===== config.mk =====
export PLATFORM = sky130hd
export DESIGN_NAME = mul8_seq_ctrl
export DESIGN_NICKNAME = d
export VERILOG_FILES = /design/src/rtl/mul8_seq_ctrl_pkg.sv /design/src/rtl/mul8_seq_ctrl_mul_half_unit.sv /design/src/rtl/mul8_seq_ctrl.sv
export SDC_FILE = /design/constraint.sdc
export NUM_CORES = 1
export LEC_CHECK = 0
export BUFFER_PORTS_ARGS = -buffer_cell sky130_fd_sc_hd__buf_2
export CORE_AREA = 4 4 89 91
export DETAILED_ROUTE_END_ITERATION = 7
export DIE_AREA = 0 0 93 95
export GPL_TIMING_DRIVEN = 0
export PLACE_DENSITY = 0.71
export SLEW_MARGIN = 15
export SYNTH_ARGS = -nofsm -noshare
export SYNTH_HDL_FRONTEND = slang
export SYNTH_HIERARCHICAL = 1
export SYNTH_SLANG_ARGS = --single-unit
export TNS_END_PERCENT = 100

===== constraint.sdc =====
create_clock -name clk -period 4 [get_ports clk]
set_input_delay 0.8 -clock clk [delete_from_list [all_inputs] [get_ports clk]]
set_output_delay 0.8 -clock clk [all_outputs]
set_load 0.01 [all_outputs]

===== src/rtl/mul8_seq_ctrl_pkg.sv =====
// Shared definitions for the sequential multiplier: state encoding, last step
// index and the per-step shift of each partial product.
package mul8_seq_ctrl_pkg;

   typedef enum logic [1:0] {
      IDLE = 2'd0,
      RUN  = 2'd1,
      DONE = 2'd2
   } state_t;

   localparam logic [1:0] LAST_STEP = 2'd3;

   // Steps 0..3 multiply LL, HL, LH, HH; cross terms land at half-width offset.
   function automatic int step_shift(input logic [1:0] step, input int half);
      int sh;
      case (step)
         2'd0:    sh = 0;
         2'd1:    sh = half;
         2'd2:    sh = half;
         default: sh = 2 * half;
      endcase
      return sh;
   endfunction

endpackage


===== src/rtl/mul8_seq_ctrl_mul_half_unit.sv =====
// Combinational half-width unsigned multiplier shared across all four steps.
module mul_half_unit #(
   parameter int H = 4
) (
   input  logic [H-1:0]   a,
   input  logic [H-1:0]   b,
   output logic [2*H-1:0] p
);

   assign p = {{H{1'b0}}, a} * {{H{1'b0}}, b};

endmodule


===== src/rtl/mul8_seq_ctrl.sv =====
// Sequential WxW unsigned multiplier: one (W/2)x(W/2) multiplier reused over
// four cycles, partial products accumulated into a 2W-bit result.
module mul8_seq_ctrl
   import mul8_seq_ctrl_pkg::*;
#(
   parameter int W = 8
) (
   input  logic           clk,
   input  logic           rst,
   input  logic           load,
   input  logic [W-1:0]   A,
   input  logic [W-1:0]   B,
   output logic [2*W-1:0] P,
   output logic           done,
   output logic           busy
);

   localparam int H = W / 2;

   state_t           state_reg, state_next;
   logic [W-1:0]     a_reg, a_next;
   logic [W-1:0]     b_reg, b_next;
   logic [2*W-1:0]   acc_reg, acc_next;
   logic [1:0]       step_reg, step_next;
   logic [2*W-1:0]   p_reg, p_next;
   logic             done_reg, done_next;
   logic             busy_reg, busy_next;

   logic [H-1:0]     op_a, op_b;
   logic [W-1:0]     pp;
   logic [2*W-1:0]   pp_shifted;
   logic [2*W-1:0]   acc_sum;

   // Step bit 0 selects the high half of A, bit 1 the high half of B.
   assign op_a = step_reg[0] ? a_reg[W-1:H] : a_reg[H-1:0];
   assign op_b = step_reg[1] ? b_reg[W-1:H] : b_reg[H-1:0];

   mul_half_unit #(.H(H)) u_mul (
      .a (op_a),
      .b (op_b),
      .p (pp)
   );

   assign pp_shifted = {{W{1'b0}}, pp} << step_shift(step_reg, H);
   assign acc_sum    = acc_reg + pp_shifted;

   always_ff @(posedge clk) begin
      if (rst) begin
         state_reg <= IDLE;
         a_reg     <= '0;
         b_reg     <= '0;
         acc_reg   <= '0;
         step_reg  <= '0;
         p_reg     <= '0;
         done_reg  <= 1'b0;
         busy_reg  <= 1'b0;
      end else begin
         state_reg <= state_next;
         a_reg     <= a_next;
         b_reg     <= b_next;
         acc_reg   <= acc_next;
         step_reg  <= step_next;
         p_reg     <= p_next;
         done_reg  <= done_next;
         busy_reg  <= busy_next;
      end
   end

   always_comb begin
      state_next = state_reg;
      a_next     = a_reg;
      b_next     = b_reg;
      acc_next   = acc_reg;
      step_next  = step_reg;
      p_next     = p_reg;
      done_next  = done_reg;
      busy_next  = busy_reg;

      case (state_reg)
         IDLE, DONE: begin
            if (load) begin
               a_next     = A;
               b_next     = B;
               acc_next   = '0;
               step_next  = 2'd0;
               busy_next  = 1'b1;
               done_next  = 1'b0;
               state_next = RUN;
            end
         end
         RUN: begin
            acc_next  = acc_sum;
            step_next = step_reg + 2'd1;
            // The final partial product is folded straight into P on this edge.
            if (step_reg == LAST_STEP) begin
               p_next     = acc_sum;
               done_next  = 1'b1;
               busy_next  = 1'b0;
               state_next = DONE;
            end
         end
         default: begin
            state_next = IDLE;
            busy_next  = 1'b0;
            done_next  = 1'b0;
         end
      endcase
   end

   assign P    = p_reg;
   assign done = done_reg;
   assign busy = busy_reg;

endmodule


Yosys cells after proc, flatten, opt, wreduce, memory -nomap -nowiden
Cells that the tools add are included.
W data, S select, Z words.
{"block": "word_totals", "reg_bits": 54, "input_bits": 19, "out_inout_bits": 18}
{"block": "op_classes", "addsub": 2, "mul": 1, "n_eq_ne": 7, "n_shift": 1, "muxes": 16, "n_reduce_logical": 9}
{"op": "$pmux W16 S2", "n": 1}
{"op": "$shl A8 B32 Y16", "n": 1}
{"op": "$add A16 B16 Y16", "n": 1}
{"op": "$mux W16", "n": 1}
{"op": "$mul A4 B4 Y8", "n": 1}
{"op": "$mux W4", "n": 2}
{"op": "$pmux W2 S2", "n": 2}
{"op": "$pmux W4 S2", "n": 1}
{"op": "$reduce_and A2 Y1", "n": 4}
{"op": "$eq A2 B2 Y1 const B", "n": 3}
{"op": "$mux W2", "n": 3}
{"op": "$eq A2 B1 Y1 const B", "n": 2}
{"op": "$logic_not A2 Y1", "n": 2}
{"op": "$mux W1", "n": 4}
{"op": "$ne A2 B2 Y1 const B", "n": 2}
{"op": "$pmux W1 S2", "n": 2}
{"op": "$reduce_or A2 Y1", "n": 2}
{"op": "$add A2 B1 Y2 const B", "n": 1}
{"op": "$reduce_bool A2 Y1", "n": 1}

Logic depth before layout (Yosys ltp)
Gate-level depths: netlist of the first run.
{"block": "depth", "ltp_word": 6, "mapped_depth": 18}

Modules after synthesis
The synthesis of the first run kept the hierarchy.
{"mod": "mul8_seq_ctrl", "n_inst": 1, "cells_each": 371, "area_each_um2": 3074.2, "seq_area_each_um2": 1061.0}
{"mod": "mul_half_unit", "n_inst": 1, "cells_each": 51, "area_each_um2": 447.9, "seq_area_each_um2": 0.0}

Worst setup path after synthesis of the first run
Ideal clock, no wire load.
{"block": "synth_timing", "kind": "register -> register", "start": "register step_reg[0]", "end": "register acc_reg[11]", "setup_ns": 0.117, "t_arrival_ns": 4.332, "required_ns": 3.883, "path_slack_ns": -0.449, "stages_incl_launch_ff": 18, "path_buffers": 0, "period_less_slack_ns": 4.449, "path_cell_list": "dfxtp_1 mux2_2 nand2_1 fa_1 inv_1 fa_1 fa_1 a21o_2 a21oi_1 xnor2_1 mux2i_1 nor2_1 ha_1 a21oi_2 o211ai_2 and3b_1 or3_1 a32o_1"}
{"element": "start: declaration", "line_no": "mul8_seq_ctrl.sv:24", "text": "logic [1:0] step_reg, step_next;"}
{"element": "start signal: assignment", "line_no": "mul8_seq_ctrl.sv:62", "text": "step_reg <= step_next;"}
{"element": "$mux W4", "line_no": "mul8_seq_ctrl.sv:35", "text": "assign op_a = step_reg[0] ? a_reg[W-1:H] : a_reg[H-1:0];"}
{"element": "via op_a[1]", "line_no": "mul8_seq_ctrl.sv:29", "text": "logic [H-1:0] op_a, op_b;"}
{"element": "$mul A4 B4 Y8", "line_no": "mul8_seq_ctrl_mul_half_unit.sv:10", "text": "assign p = {{H{1'b0}}, a} * {{H{1'b0}}, b};"}
{"element": "via pp[6]", "line_no": "mul8_seq_ctrl.sv:30", "text": "logic [W-1:0] pp;"}
{"element": "$shl A8 B32 Y16", "line_no": "mul8_seq_ctrl.sv:44", "text": "assign pp_shifted = {{W{1'b0}}, pp} << step_shift(step_reg, H);"}
{"element": "$add A16 B16 Y16", "line_no": "mul8_seq_ctrl.sv:45", "text": "assign acc_sum = acc_reg + pp_shifted;"}
{"element": "$pmux W16 S2", "line_no": "mul8_seq_ctrl.sv:79", "text": "case (state_reg)"}
{"element": "end signal: assignment", "line_no": "mul8_seq_ctrl.sv:61", "text": "acc_reg <= acc_next;"}
{"element": "end: declaration", "line_no": "mul8_seq_ctrl.sv:23", "text": "logic [2*W-1:0] acc_reg, acc_next;"}
The timed path passes the listed nets, and every way through them passes these cells.
A chain may end at the register's enable or synchronous reset.

Worst setup path after layout of the first run
{"block": "layout_timing", "start": "register step_reg[0]", "end": "register p_reg[14] (netlist: P[14])"}
{"element": "$mux W4", "line_no": "mul8_seq_ctrl.sv:35"}
{"element": "via op_a[2]", "line_no": "mul8_seq_ctrl.sv:29"}
{"element": "$mul A4 B4 Y8", "line_no": "mul8_seq_ctrl_mul_half_unit.sv:10"}
{"element": "via pp[5]", "line_no": "mul8_seq_ctrl.sv:30"}
{"element": "$shl A8 B32 Y16", "line_no": "mul8_seq_ctrl.sv:44"}
{"element": "$add A16 B16 Y16", "line_no": "mul8_seq_ctrl.sv:45"}
{"element": "end signal: assignment", "line_no": "mul8_seq_ctrl.sv:63", "text": "p_reg <= p_next;"}
{"element": "end: declaration", "line_no": "mul8_seq_ctrl.sv:25", "text": "logic [2*W-1:0] p_reg, p_next;"}
The timed path passes the listed nets, and every way through them passes these cells.

==> results of run 1 <==
-- power by group --
| group | internal [W] | switching (W) |
|---|---|---|
| Sequential | 0.000541 | 0.00000987 |
| Combinational | 0.0000589 | 0.0000808 |
| Clock | 0.000188 | 0.000193 |
-- repair_timing --
| action | 4_1_cts | 5_1_grt |
|---|---|---|
| setup buffers | 12 | 5 |
| setup endpoints to repair | 22 | 22 |
| gates resized for setup | 30 | 13 |
| pin swaps | 12 | 14 |
-- layer usage --
metal  wire [µm]  part of all wire
met1        4010              0.44
met2        4600              0.50
met3         303             0.033
met4         280             0.030
met5           0                 0
-- critical path: stages (launching register included) --
cell	delay, ns
dfxtp_4	0.40
mux2_4	0.33
nand2_2	0.08
fa_1	0.42
inv_1	0.08
fa_1	0.45
ha_1	0.33
a21o_1	0.19
a21oi_2	0.15
xnor2_1	0.18
mux2i_1	0.17
nor2_1	0.13
ha_2	0.31
and3_4	0.21
a22o_1	0.21
a31oi_1	0.23
a2111oi_2	0.12
a311o_1	0.33
-- cells by family (layout without fill, tap and decap cells) --
| family | after synthesis | after routing |
|---|---|---|
| buffers and inverters | 30 | 90 |
| DFF | 53 | 53 |
| and+or+nand+nor | 167 | 167 |
| xor gates and xnor gates | 12 | 12 |
| AOI/OAI and AO/OA | 113 | 113 |
| muxes | 14 | 14 |
| adders and majority gates | 33 | 33 |
-- cells in the final DEF (no fill, tap or decap), types with 6 or more instances in the layout --
master     n
buf_4     19
inv_1      8
buf_2     39
a21oi_1   37
mux2i_1    6
clkbuf_8   7
mux2_4     6
nor2b_1    7
ha_1      21
and2_1    21
nand3_1   12
a22oi_1    7
clkbuf_1   8
nand2_1   69
o21ai_0    6
nor2_1    21
dfxtp_1   51
-- per-stage QoR --
step                      hold WS (ns)  instance area (µm²)  setup slack, ns  utilization
after floorplan                  0.430                 3590           -0.159            -
after global placement           0.440                 3890           -0.521        0.545
after detailed placement         0.444                 3890           -0.601        0.545
after CTS                        0.459                 4240           -0.369        0.594
after global routing             0.473                 4350           -0.698        0.610
final                            0.457                 4350           -0.410        0.610
-- cell type report --
cell class / instances / area [µm²]
fillers: 645 / 2780
multi-input cells: 339 / 2570
flip-flops and latches: 53 / 1070
repair buffers: 52 / 303
plain buffers: 22 / 145
well taps: 99 / 124
clock buffers: 5 / 68.8
clock inverters: 3 / 43.8
inverters: 8 / 30.0
-- path summary, 6_finish.rpt --
kind              cells past startpoint  slack (ns)        start  endpoint
setup / recovery                     17       -0.41  step_reg[0]     P[14]
hold / removal                        2        0.46         P[6]      P[6]
setup reg to reg                     17       -0.41  step_reg[0]     P[14]
hold reg to reg                       2        0.46         P[6]      P[6]
==> run summary, run 1 <==
status - complete, but fails checks
failing checks - setup timing
CTS tree - built
Worst-Margin Slew - 0.690 ns
synthesized-area fraction occupied by adder cells - 0.128
Tcrit/Tclk final - 1.10
DP HPWL - 6600 µm
crit-path max FO - 5
crit path launch type - register
GR Layer Usage met1 - 0.266
count of input and output buffers - 35
Max-cap violations - 0
vias in the first global route - 3190
setup_tns - -6.70 ns
GR peak layer - met2
Slew Limit Headroom - 0.537
RSZ-0062 raised after global routing - yes
row cnt - 31
Netlist cell types - 65
global-route usage over all layers - 0.213
final slew viol count - 0
Post-Place Cells - 556
number of synthesized register bits - 53
Post-synth EDFFs - 0
DR iter-0 viols - 149
clock slew at reported path FFs - 0.11 ns
Non-Filler Instances - 581
Clock Latency Late Sink - 0.32 ns
GR Util met3 - 0.0327
Power Total - 0.00107 W
largest net degree at the start of global routing - 18
CTS Buf Count - 5
Mapped Avg Cell Area - 8.35 µm²
vias per cell - 5.67
Main synth FF type - dfxtp_1
Hold Violations, Final - 0
H-tree levels - 2
Core Box Area - 7140 µm²
clock root buffer - clkbuf_8
met2 Use GR - 0.362
critical path required time - 4.22 ns
Worst Skew - 0.0150 ns
Max rail drop VDD - 0.205 mV
final antenna-violating net count - 0
Hold Crit Class - register to register
CTS Hold Bufs - 0
largest family of logic cells by synthesized area - simple AND/OR/NAND/NOR gates
total grt overflow - 0
compound-cell area share of the yosys netlist - 0.217
Final Critical Period - 4.41 ns
XOR/XNOR share of the synthesized area - 0.0298
Post-Synth Simple-Gate Area - 0.231
Arr. time, crit path - 4.63 ns
top post-synthesis cells by count - nand2_1, dfxtp_1, a21oi_1
Die X-Extent - 93 µm
clock sinks - 53
WL/cell - 15.8 µm
Mapped Nets - 474
CP endpoint kind - register
setup ws final - -0.410 ns
ant diodes - 0
warnings from Yosys - 6
Total Wirelength - 9200 µm
sequential element share of the synthesized area - 0.301
DR vias - 3297
static leakage power - 1.89 nW
Die Y - 95 µm
Yosys top cell by area - dfxtp_1
Longest Clk Path Bufs - 2
share of flip-flops with an asynchronous set or reset - 0
most common cell in the netlist - nand2_1
Area contributors post-synth - dfxtp_1, ha_1, nand2_1
Finish-stage setup viols - 22
multiplexer share of the synthesized area - 0.0426
1st-pass router iterations - 4
Syn-to-layout area delta - 23.6%
Final GP Congestion - 0.890
Mapped Area - 3520 µm²
antenna violations before repair - 0
Cell Pwr Density - 246 nW/µm²
Initial Util - 0.494
Syn Inst Count - 422
Yosys top cell area share - 0.301
fmax - 0.227 GHz
nets - 533
fraction of layout instances using a drive strength above 1 - 0.280
DRC viols - 0
die footprint - 8840 µm²
Worst Path Class, Setup - register to register
Ports - 37
first-pass GRT wire length - 15000 µm
Power figures use the tool's default switching activity.
==> run 2, diff against run 1 <==
CAP_MARGIN = 20   (was default)
CORE_AREA = 2 2 87 89   (was 4 4 89 91)
DIE_AREA = 0 0 89 91   (was 0 0 93 95)
==> run 2 against run 1 <==
  * The run still ends with setup timing left
  * Maximum frequency is 0.25% lower
  * Combinational power is 4% higher
  * Critical path depth stayed put
  * Via count is 1.4% higher
  * Flip-flop and latch count stayed put
  * Clock skew is 0.0039 ns lower
  * Global-route usage is 0.58 points higher
==> run summary, run 2 (synthesis results as in run 1) <==
RSZ-0062 raised after global routing - yes
antenna violations before repair - 0 (unchanged)
Finish-stage setup viols - 20 (-9.1%)
Final GP Congestion - 0.928 (+4.3%)
Top cell by count, worst path - nand2_2
clock sinks - 53 (unchanged)
Buf+Inv Stages, Crit Path - 1 (unchanged)
register area - 1070 µm² (unchanged)
CTS tree - built
die footprint - 8100 µm² (-8.3%)
Total Wirelength - 9210 µm (about the same)
Hold Violations, Final - 0 (unchanged)
1st-pass router iterations - 4 (unchanged)
family with the most delay on the worst path - adder cells
crit path launch type - register
met2 wire length - 4650 µm (+0.98%)
Syn-to-layout area delta - 28.6%
top layer used by detailed routing - met4
clock slew at reported path FFs - 0.11 ns (about the same)
Met1 Routed Length - 4100 µm (+2.0%)
Slew Limit Headroom - 0.534 (-0.00301)
DP HPWL - 6400 µm (-3.0%)
Cell Pwr Density - 229 nW/µm² (-7.2%)
final antenna-violating net count - 0 (unchanged)
Worst-Margin Slew - 0.695 ns (+0.00450 ns)
Die X-Extent - 89 µm (-4.3%)
DR iter-0 viols - 158 (+6.0%)
setup_tns - -6.10 ns (+0.601 ns)
Arr. time, crit path - 4.64 ns (about the same)
Final Critical Period - 4.42 ns (+0.0112 ns)
crit-path max FO - 5 (unchanged)
final slew viol count - 0 (unchanged)
Multi-input gate area - 2660 µm² (+3.7%)
crit path max-delay cell type - fa_2
CP peak stage delay - 0.57 ns (+0.12 ns)
first-pass GRT wire length - 14200 µm (-5.6%)
ant diodes - 0 (unchanged)
most frequent cells in the layout - nand2_1, dfxtp_1, buf_2
static leakage power - 1.92 nW (+1.4%)
fmax - 0.226 GHz (-0.25%)
CP Cell Sequence - mux2_4, nand2_2, fa_1, inv_1, fa_2, ha_4, a21o_1, a21oi_2, xnor2_1, mux2i_1, nor2_1, ha_2, and3_4, a221oi_4, nand2_2, and3_1, a211o_1
Clock Latency Late Sink - 0.32 ns (about the same)
Fill cells - 610 (-5.4%)
WL met3 - 295 µm (-2.6%)
Longest Clk Path Bufs - 2 (unchanged)
Final Core Density - 0.635 (+0.0247)
Hold Crit Class - register to register
H-tree levels - 2 (unchanged)
DR vias - 3343 (+1.4%)
WL/cell - 15.6 µm (-1.6%)
commonest non-fill, non-tap cell in the layout - nand2_1
largest net degree at the start of global routing - 20 (+2)
Tcrit/Tclk final - 1.11 (+0.00279)
CTS Buf Count - 5 (unchanged)
vias in the first global route - 3067 (-3.9%)
clock root buffer - clkbuf_8
Die Y - 91 µm (-4.2%)
global-route usage over all layers - 0.218 (+0.00576)
setup ws final - -0.422 ns (-0.0112 ns)
vias per cell - 5.66 (-0.32%)
total grt overflow - 0 (unchanged)
Core Box Area - 7140 µm² (unchanged)
fraction of layout instances using a drive strength above 1 - 0.315 (+0.0350)
critical path required time - 4.22 ns (about the same)
status - complete, but fails checks
Initial Util - 0.494 (unchanged)
DRC viols - 0 (unchanged)
row cnt - 31 (unchanged)
Worst Skew - 0.0110 ns (-0.00395 ns)
count of input and output buffers - 35 (unchanged)
Max rail drop VDD - 0.141 mV (-31%)
Max-cap violations - 0 (unchanged)
nets - 543 (+1.9%)
CP endpoint kind - register
failing checks - setup timing
Ports - 37 (unchanged)
Worst Path Class, Setup - register to register
run 2: changes by cell type in the layout (fill, tap and decap cells not counted), sizes merged:
cell    delta
bufinv     -1
inv        +1
buf       +10
run 2: through the flow:
stage | cell area [µm²] | setup WS [ns] | total power, W | cells | hold slack [ns]
after global placement | 3890 | -0.516 | 0.000686 | 556 | 0.441
after floorplan | 3590 | -0.159 | 0.000652 | 422 | 0.430
after detailed placement | 3890 | -0.539 | 0.000688 | 556 | 0.445
after global routing | 4530 | -0.541 | 0.00108 | 591 | 0.484
after CTS | 4270 | -0.310 | 0.00103 | 581 | 0.461
final | 4530 | -0.422 | 0.00104 | 591 | 0.457
run 2: worst paths after layout:
path,startpoint,end,slack [ns],depth (start not counted)
worst max-delay path,step_reg[1],acc_reg[12],-0.42,17
worst min-delay path,P[5],P[5],0.46,2
worst min register to register,P[5],P[5],0.46,2
worst max register to register,step_reg[1],acc_reg[12],-0.42,17
run 2: repair_timing:
action | CTS | global route
resized for setup | 32 | 32
buffers inserted | 17 | 10
hold buffers | 0 | 0
setup endpoints to repair | 22 | 22
pin swaps | 19 | 32
run 2: per-layer routing:
layer  up-vias  GRT usage
li1       1661          -
met1      1602      0.282
met2        64      0.381
met3        16     0.0336
met4         0     0.0435
met5         -          0
run 2: worst reg2reg max path, delay by kind of cell (launching register included):
family | cells | cell delay (ns)
buffers and inverters | 1 | 0.05
DFF | 1 | 0.38
adders and majority gates | 4 | 1.63
AOI/OAI and AO/OA | 4 | 0.95
xor gates and xnor gates | 1 | 0.17
and+or+nand+nor | 5 | 0.76
muxes | 2 | 0.40
run 2: power breakdown:
part | leakage (nW) | internal, W | total (W) | switching, W
Sequential | 0.432 | 0.000541 | 0.000550 | 0.00000946
Combinational | 1.44 | 0.0000634 | 0.000146 | 0.0000824
Clock | 0.0506 | 0.000132 | 0.000339 | 0.000208
run 2: layout make-up:
type,instances,area share
multi-input cells,339,0.588
flip-flops and latches,53,0.236
inverters,8,0.00663
well taps,99,0.0273
plain buffers,22,0.0329
clock inverters,3,0.00635
repair buffers,62,0.0876
clock buffers,5,0.0152
==> run 3, diff against run 2 <==
CORE_AREA = 2 2 84 86   (was 2 2 87 89)
DIE_AREA = 0 0 86 88   (was 0 0 89 91)
GPL_TIMING_DRIVEN = default   (was 0)
PLACE_DENSITY = 0.72   (was 0.71)
SYNTH_HIERARCHICAL = default   (was 1)
clock period = 3.7 ns   (was 4 ns; I/O delays follow)
==> run 3 against run 2 <==
  * The flow still finishes with violations (setup timing)
  * Clock power is 25% higher
  * Combinational power is 12% higher
  * Register-to-register slack worse by 0.57 ns
  * Via count is 5.6% lower
  * Sequential share of layout area is 0.43 points higher
  * Design area is 1.8% lower
  * Critical endpoint is now acc_reg[11]
  * Highest routed layer unchanged
==> run summary, run 3 <==
CP peak stage delay - 0.61 ns (+0.04 ns)
DRC viols - 0 (unchanged)
share of flip-flops with an asynchronous set or reset - 0 (unchanged)
first-pass GRT wire length - 13700 µm (-3.5%)
sequential element share of the synthesized area - 0.325 (+0.0234)
DR vias - 3157 (-5.6%)
Cell Pwr Density - 266 nW/µm² (+16%)
die footprint - 7570 µm² (-6.6%)
nets - 547 (+0.74%)
vias per cell - 5.48 (-3.1%)
total grt overflow - 0 (unchanged)
Die Y - 88 µm (-3.3%)
Clock Latency Late Sink - 0.32 ns (about the same)
worst r2r path cells - 17 (unchanged)
Area contributors post-synth - dfxtp_1, ha_1, nand2_1
largest net degree at the start of global routing - 50 (+150%)
Mapped Nets - 459 (-3.2%)
H-tree levels - 2 (unchanged)
crit path max-delay cell type - fa_2
Power Total - 0.00118 W (+14%)
most common cell in the netlist - nand2_1
CTS Buf Count - 5 (unchanged)
hold path start - P[10]
setup ws final - -0.994 ns (-0.572 ns)
fmax - 0.213 GHz (-5.8%)
Tcrit/Tclk final - 1.27 (+0.163)
Die X-Extent - 86 µm (-3.4%)
Main synth FF type - dfxtp_1
Yosys top cell by area - dfxtp_1
CTS Hold Bufs - 0 (unchanged)
Worst Skew - 0.0109 ns (-0.000140 ns)
FF-to-FF End - acc_reg[11]
WL/cell - 15.3 µm (-1.9%)
crit path launch type - register
Hold Violations, Final - 0 (unchanged)
Yosys top cell area share - 0.325 (+0.0234)
clock sinks - 53 (unchanged)
Max-cap violations - 0 (unchanged)
global-route usage over all layers - 0.227 (+0.00901)
commonest non-fill, non-tap cell in the layout - nand2_1
status - complete, but fails checks
number of synthesized register bits - 53 (unchanged)
failing checks - setup timing
static leakage power - 1.97 nW (+2.7%)
R2R Setup Slk - -0.99 ns (-0.57 ns)
crit-path max FO - 5 (unchanged)
Hold Crit Class - register to register
final slew viol count - 0 (unchanged)
Max rail drop VDD - 0.211 mV (+49%)
Longest Clk Path Bufs - 2 (unchanged)
RSZ-0062 raised after global routing - yes
ant diodes - 0 (unchanged)
DP HPWL - 6100 µm (-4.6%)
clock slew at reported path FFs - 0.11 ns (about the same)
clock root buffer - clkbuf_8
Finish-stage setup viols - 26 (+30%)
Worst-Margin Slew - 0.992 ns (+0.298 ns)
Mapped Area - 3270 µm² (-7.2%)
Core Box Area - 6640 µm² (-6.9%)
Fill cells - 520 (-15%)
Buf+Inv Stages, Crit Path - 2 (+1)
CP endpoint kind - register
CP Cell Sequence - mux2i_2, or2_4, fa_1, inv_1, fa_2, inv_1, fa_2, xor2_2, or3_1, o21ai_0, ha_1, a21oi_1, o22ai_4, or3_4, a21oi_4, xnor2_1, a22o_1
CTS tree - built
row cnt - 30 (-3.2%)
Syn Inst Count - 407 (-3.6%)
worst hold stages - 2 (unchanged)
worst hold endpoint - P[10]
Mapped Avg Cell Area - 8.03 µm² (-3.8%)
Final Critical Period - 4.69 ns (+0.272 ns)
antenna violations before repair - 0 (unchanged)
count of input and output buffers - 36 (+2.9%)
top post-synthesis cells by count - nand2_1, dfxtp_1, nor2_1
1st-pass router iterations - 4 (unchanged)
Total Wirelength - 8800 µm (-4.4%)
Post-synth EDFFs - 0 (unchanged)
Netlist cell types - 51 (-22%)
WHS - 0.456 ns (-0.000384 ns)
Final GP Congestion - 0.900 (-3.1%)
warnings from Yosys - 0 (-6)
vias in the first global route - 2932 (-4.4%)
Ports - 37 (unchanged)
Syn-to-layout area delta - 36.1%
Slew Limit Headroom - 0.337 (-0.197)
DR iter-0 viols - 193 (+22%)
fraction of layout instances using a drive strength above 1 - 0.339 (+0.0237)
critical path required time - 3.92 ns (-0.30 ns)
Arr. time, crit path - 4.91 ns (+0.27 ns)
family with the most delay on the worst path - adder cells
most frequent cells in the layout - nand2_1, buf_4, dfxtp_1
final antenna-violating net count - 0 (unchanged)
Worst Path Class, Setup - register to register
FF-to-FF Start - step_reg[1]
Initial Util - 0.492 (-0.00161)
[run 3: cell types whose count changed in the layout (fill, tap and decap cells not counted), moves of 5 or more]
cell,previous run,this run
buf_4,23,60
buf_6,10,5
clkbuf_1,8,0
nor2_1,19,46
mux2_4,6,1
inv_1,8,13
and2_1,20,1
nand2_1,69,64
[run 3: cell families after synthesis]
logic type | Yosys count | share of synthesized area
XOR/XNOR | 17 | 0.0498
flip-flops | 53 | 0.325
AO/OA/AOI/OAI | 98 | 0.193
buffers and inverters | 34 | 0.0398
multiplexers | 11 | 0.0341
AND/OR/NAND/NOR | 161 | 0.221
adder cells (fa/ha/maj) | 33 | 0.138
[run 3: per-layer routing]
layer | wire length [µm] | global-route usage | up-vias
met4 | 162 | 0.0664 | 0
met2 | 4220 | 0.377 | 71
met5 | 0 | 0 | -
li1 | - | - | 1581
met1 | 4080 | 0.308 | 1490
met3 | 339 | 0.0330 | 15
[run 3: worst max-delay path by stage]
| stage | start | end | slack, ns | cells after the start |
|---|---|---|---|---|
| floorplan | step_reg[1] | acc_reg[11] | -0.90 | 21 |
| global placement | step_reg[0] | P[14] | -0.98 | 19 |
| detailed placement | step_reg[1] | acc_reg[11] | -1.05 | 19 |
| CTS | step_reg[1] | acc_reg[11] | -0.99 | 19 |
| global route | step_reg[1] | acc_reg[10] | -1.17 | 19 |
| finish | step_reg[1] | acc_reg[11] | -0.99 | 17 |
[run 3: report_power, final]
part	switching [W]	internal, W	total (W)
clock network	0.000215	0.000208	0.000423
registers	0.0000110	0.000585	0.000596
logic	0.0000934	0.0000691	0.000163
total	0.000320	0.000862	0.00118
[run 3: layout make-up]
class | instances | area [µm²] | share of cell area
multi-input combinational | 320 | 2420 | 0.544
sequential | 53 | 1070 | 0.240
timing repair buffer | 101 | 687 | 0.154
tap | 80 | 100 | 0.0225
clock buffer | 5 | 68.8 | 0.0155
inverter | 14 | 52.6 | 0.0118
clock inverter | 3 | 50.0 | 0.0113
[run 3: what timing repair did]
item,4_1_cts,5_1_grt
resized for setup,15,50
pin swaps,9,32
setup buffers,3,4
setup endpoints to repair,26,26
[run 3: worst min-delay path, delay by kind of cell, from the launching register on]
kind               cells  cell delay, ns
DFF                    1            0.32
and+or+nand+nor        1            0.05
AOI/OAI and AO/OA      1            0.05
[run 3: metrics by stage]
step | cell area, µm² | util | setup WS (ns) | setup TNS, ns | instances
global route | 4450 | 0.669 | -1.17 | -21.92 | 576
floorplan | 3350 | - | -0.896 | -13.07 | 407
finish | 4450 | 0.669 | -0.994 | -17.71 | 576
detailed placement | 3960 | 0.596 | -1.05 | -19.25 | 561
global placement | 3960 | 0.596 | -0.984 | -16.46 | 561
CTS | 4160 | 0.626 | -0.988 | -17.60 | 572
